### config.mk
export PLATFORM = sky130hd
export DESIGN_NAME = mvm_seq
export DESIGN_NICKNAME = d
export VERILOG_FILES = /design/src/rtl/mvm_seq.sv
export SDC_FILE = /design/constraint.sdc
export NUM_CORES = 2
export LEC_CHECK = 0
export ABC_CLOCK_PERIOD_IN_PS = 43200
export CORE_AREA = 4 4 256 258
export CTS_CLUSTER_SIZE = 16
export DETAILED_ROUTE_END_ITERATION = 6
export DIE_AREA = 0 0 260 262
export PLACE_DENSITY = 0.78
export SYNTH_ARGS = -nofsm -noshare
export SYNTH_HDL_FRONTEND = slang
export SYNTH_SLANG_ARGS = --single-unit
### constraint.sdc
create_clock -name clk -period 43.2 [get_ports clk]
set_input_delay 12.96 -clock clk [delete_from_list [all_inputs] [get_ports clk]]
set_output_delay 12.96 -clock clk [all_outputs]
set_load 0.01 [all_outputs]
### src/rtl/mvm_seq.sv
// Column-serial signed matrix-vector multiplier: ROWS parallel MAC lanes, one
// matrix column per cycle, optional ReLU applied on write-back.
module mvm_seq #(
  parameter int ROWS      = 6,
  parameter int COLS      = 3,
  parameter int WIDTH     = 8,
  parameter int ACC_WIDTH = 20
) (
  input  logic                          clk,
  input  logic                          reset,
  input  logic                          start,
  input  logic                          relu_en,
  input  logic [ROWS*COLS*WIDTH-1:0]    matrix,
  input  logic [COLS*WIDTH-1:0]         vector,
  output logic [ROWS*ACC_WIDTH-1:0]     result,
  output logic                          busy,
  output logic                          done,
  output logic [1:0]                    state_dbg
);

  // Handshake: start is sampled only on an edge where busy=0; once accepted,
  // operands are latched and start is ignored until the done cycle, in which
  // the block is already IDLE and may accept the next job.

  localparam int KW = (COLS > 1) ? $clog2(COLS) : 1;
  localparam logic [KW-1:0] K_LAST = KW'(COLS - 1);

  localparam logic [1:0] S_IDLE = 2'd0;
  localparam logic [1:0] S_CALC = 2'd1;
  localparam logic [1:0] S_WB   = 2'd2;

  logic [1:0]                 state;
  logic [KW-1:0]              k;
  logic [ROWS*COLS*WIDTH-1:0] m_q;
  logic [COLS*WIDTH-1:0]      v_q;
  logic                       relu_q;
  logic signed [ACC_WIDTH-1:0] acc      [ROWS];
  logic signed [ACC_WIDTH-1:0] prod_ext [ROWS];
  int                         k_idx;

  assign k_idx = int'(k);

  // One full-precision signed product per lane for the current column.
  for (genvar r = 0; r < ROWS; r++) begin : g_lane
    logic signed [WIDTH-1:0]   a;
    logic signed [WIDTH-1:0]   b;
    logic signed [2*WIDTH-1:0] p;
    assign a           = m_q[(r*COLS + k_idx)*WIDTH +: WIDTH];
    assign b           = v_q[k_idx*WIDTH +: WIDTH];
    assign p           = a * b;
    assign prod_ext[r] = ACC_WIDTH'(p);
  end

  always_ff @(posedge clk or posedge reset) begin
    if (reset) begin
      state  <= S_IDLE;
      k      <= '0;
      m_q    <= '0;
      v_q    <= '0;
      relu_q <= 1'b0;
      result <= '0;
      done   <= 1'b0;
      for (int r = 0; r < ROWS; r++) acc[r] <= '0;
    end else begin
      done <= 1'b0;
      case (state)
        S_IDLE: begin
          if (start) begin
            m_q    <= matrix;
            v_q    <= vector;
            relu_q <= relu_en;
            k      <= '0;
            state  <= S_CALC;
            for (int r = 0; r < ROWS; r++) acc[r] <= '0;
          end
        end
        S_CALC: begin
          for (int r = 0; r < ROWS; r++) acc[r] <= acc[r] + prod_ext[r];
          // k wraps to 0 on the last column so it never indexes past the operands.
          if (k == K_LAST) begin
            k     <= '0;
            state <= S_WB;
          end else begin
            k <= k + KW'(1);
          end
        end
        S_WB: begin
          for (int r = 0; r < ROWS; r++)
            result[r*ACC_WIDTH +: ACC_WIDTH] <= (relu_q && acc[r][ACC_WIDTH-1]) ? '0 : acc[r];
          done  <= 1'b1;
          state <= S_IDLE;
        end
        default: state <= S_IDLE;
      endcase
    end
  end

  assign busy      = (state != S_IDLE);
  assign state_dbg = state;

endmodule

==> run metrics <==
number of I/O port buffers 295; RSZ-0062 raised after global routing no; vias in the first global route roughly 30k; share of layout cells above drive strength 1 4.44%; # diodes 0; Slew @ Worst Pin 1.17 ns; Mapped Area 37800 um^2; minimum clock period after layout ~15 ns; CTS root buffer clkbuf_16; Post-synth EDFFs 0; top fanout value on the critical path 156; setup tns final 0 ns; max-slew violation count 0; non-filler cells, final between 4k and 5k; #FFs+latches synth 414; Avg Inst Size Synth 9.76 um^2; hold_buf cts 0; worst-case clock buffer depth 3; remaining antenna violation count 0; slowest stage delay, CP 0.61 ns; Routed Wire Length between 100000 and 150000 um; Total GRT Usage 30.3%; sequential area share after synthesis 27.4%; critical path's slowest cell buf_12; largest net degree at the start of global routing 222; Storage cell area 10400 um^2; postcts setup bufs 0; final worst path period share roughly a third; Placeable Area around 63000 um^2; Final Cell Area around 43000 um^2; CTS sink cnt 414; CP required 43.66 ns; Die Wd around 260 um; worst hold path type register to register; Final Hold Viols 0; Area Overhead vs Synth 14.0%; Max-slew headroom 21.2%; final routed DRC violation total 0; Final Wtd Congestion between 0.9 and 1; initial DRC count 2200; placed instance count 4890; status finished clean; area of the multi-input gates 24700 um^2; number of core rows 92; Post-synth ARST share 100%; drt via density 5.61; Reg clk slew, reported paths roughly 0.060 ns; CP Capture Type register; crit-path cells clkdlybuf4s50_1 -> and2_4 -> buf_12 -> nor2_4 -> buf_4 -> a221oi_1 -> nand2_1; max-cap violations 0; global-route wire length before repair 162000 um; # IOs around 300; crit path kind primary input to register; post_cts resized 0; Buf/Inv on CP 3; Ys Warns 0; Crit path max-delay family buffers and inverters; fmax about 0.066 GHz; Synth Instances 3870; DR WL/cell 20.2 um; clk_skew approximately 0.026 ns; DP Area between 40000 and 50000 um^2; CTS tree yes; Critical Path Start Type primary input; total CTS buffers 45; worst-skew pair later-pin latency 0.60 ns; Initial Utilization 60.0%; Synth cell types 66; Die Y 262 um; GRT overflow 0; fillcell total 4873; via count 27.9k; final setup fails 0; initial antenna violation count 1; nets around 5k; Synthesized Nets 4846; Final HPWL DP 75400 um; CTS H-tree lvls 2; Synth Flop Type dfrtp_1; DR pass1 iterations 5; Die ar. roughly 70000 um^2; Arr. time, crit path around 16 ns
[final cells by class]
cell class | instances | share of cell area (%)
Clock buffer | 58 | 2.99
Clock inverter | 22 | 0.514
Multi-Input combinational cell | 2736 | 57.4
Inverter | 562 | 4.92
Timing Repair Buffer | 332 | 7.59
Tap cell | 846 | 2.46
Sequential cell | 414 | 24.1
[cells by family after synthesis]
logic type / synth area share (%)
AND/OR/NAND/NOR: 13.3
adder cells (fa/ha/maj): 37.1
buffers and inverters: 7.31
AO/OA/AOI/OAI: 9.55
flip-flops: 27.4
XOR/XNOR: 2.39
multiplexers: 2.89
[per-layer routing]
metal | global-route usage, % | wire length [um] | vias up
met2 | 48.1 | 46200 | 1082
met5 | 0 | 0 | -
met3 | 6.33 | 8650 | 185
li1 | - | - | 12700
met1 | 43.2 | 42500 | 13900
met4 | 8.44 | 3070 | 0
[registers in the layout (all words and copies together), names as in the netlist]
register	flops
m_q	144
acc	120
result	120
v_q	24
k	2
state_dbg	2
done	1
relu_q	1
[synth_stat cells, drive strengths merged (52+ instances only)]
cell type | instances | area, um^2
buf | 52 | 254
ha | 276 | 3450
clkbuf | 106 | 398
nor2 | 229 | 860
fa | 528 | 10600
xnor2 | 71 | 622
and2 | 54 | 338
nand2 | 783 | 2940
inv | 562 | 2110
nand3 | 64 | 320
o21ai | 150 | 762
o21a | 53 | 398
a21oi | 65 | 340
a22o | 119 | 1040
dfrtp | 414 | 10400
[final timing paths]
check | end | depth (start not counted) | slack, ns | startpoint
max in group asynchronous | k[0]$_DFFE_PP0P_ | 3 | 28.70 | reset
min | m_q[69]$_DFFE_PP0P_ | 2 | 0.47 | m_q[69]$_DFFE_PP0P_
min reg2reg | m_q[69]$_DFFE_PP0P_ | 2 | 0.47 | m_q[69]$_DFFE_PP0P_
min in group asynchronous | result[54]$_DFFE_PP0P_ | 2 | 12.96 | reset
max | acc[38]$_DFFE_PP0P_ | 7 | 28.11 | start
max reg2reg | acc[79]$_DFFE_PP0P_ | 19 | 35.70 | k[0]$_DFFE_PP0P_
[worst reg2reg max path, stage by stage (launching register included)]
cell      delay [ns]
dfrtp_4         0.75
buf_4           0.49
buf_4           0.50
mux4_2          0.54
and2_1          0.80
inv_1           0.13
fa_1            0.52
inv_1           0.06
fa_1            0.48
fa_1            0.56
fa_1            0.44
fa_1            0.41
ha_1            0.26
nor3_1          0.24
o211ai_1        0.20
a31oi_1         0.37
o21ai_1         0.14
xnor2_1         0.16
or3_1           0.30
o21ai_0         0.07
[through the flow]
stage / hold WS, ns / worst slack (ns) / utilization [%]
3_3_place_gp: 0.452 / 27.58 / 66.0
6_report: 0.470 / 28.11 / 68.4
4_1_cts: 0.472 / 28.14 / 68.4
5_1_grt: 0.483 / 27.95 / 68.4
2_1_floorplan: 0.440 / 18.72 / -
3_5_place_dp: 0.458 / 27.57 / 66.0
[cells in the final DEF, fill, tap and decap left out, drive strengths merged, types with 53 or more instances in the layout]
cell,Yosys,routed
o21a,53,53
nand3,64,64
nor2,229,229
clkdlybuf4s50,0,295
nand2,783,783
ha,276,276
fa,528,528
and2,54,54
xnor2,71,71
inv,562,567
o21ai,150,150
clkbuf,106,58
a21oi,65,65
a22o,119,119
dfrtp,414,414
Power is left out: the tool's default activity adds up to more than one toggle a clock period on the data nets, which glitch-free logic cannot reach.
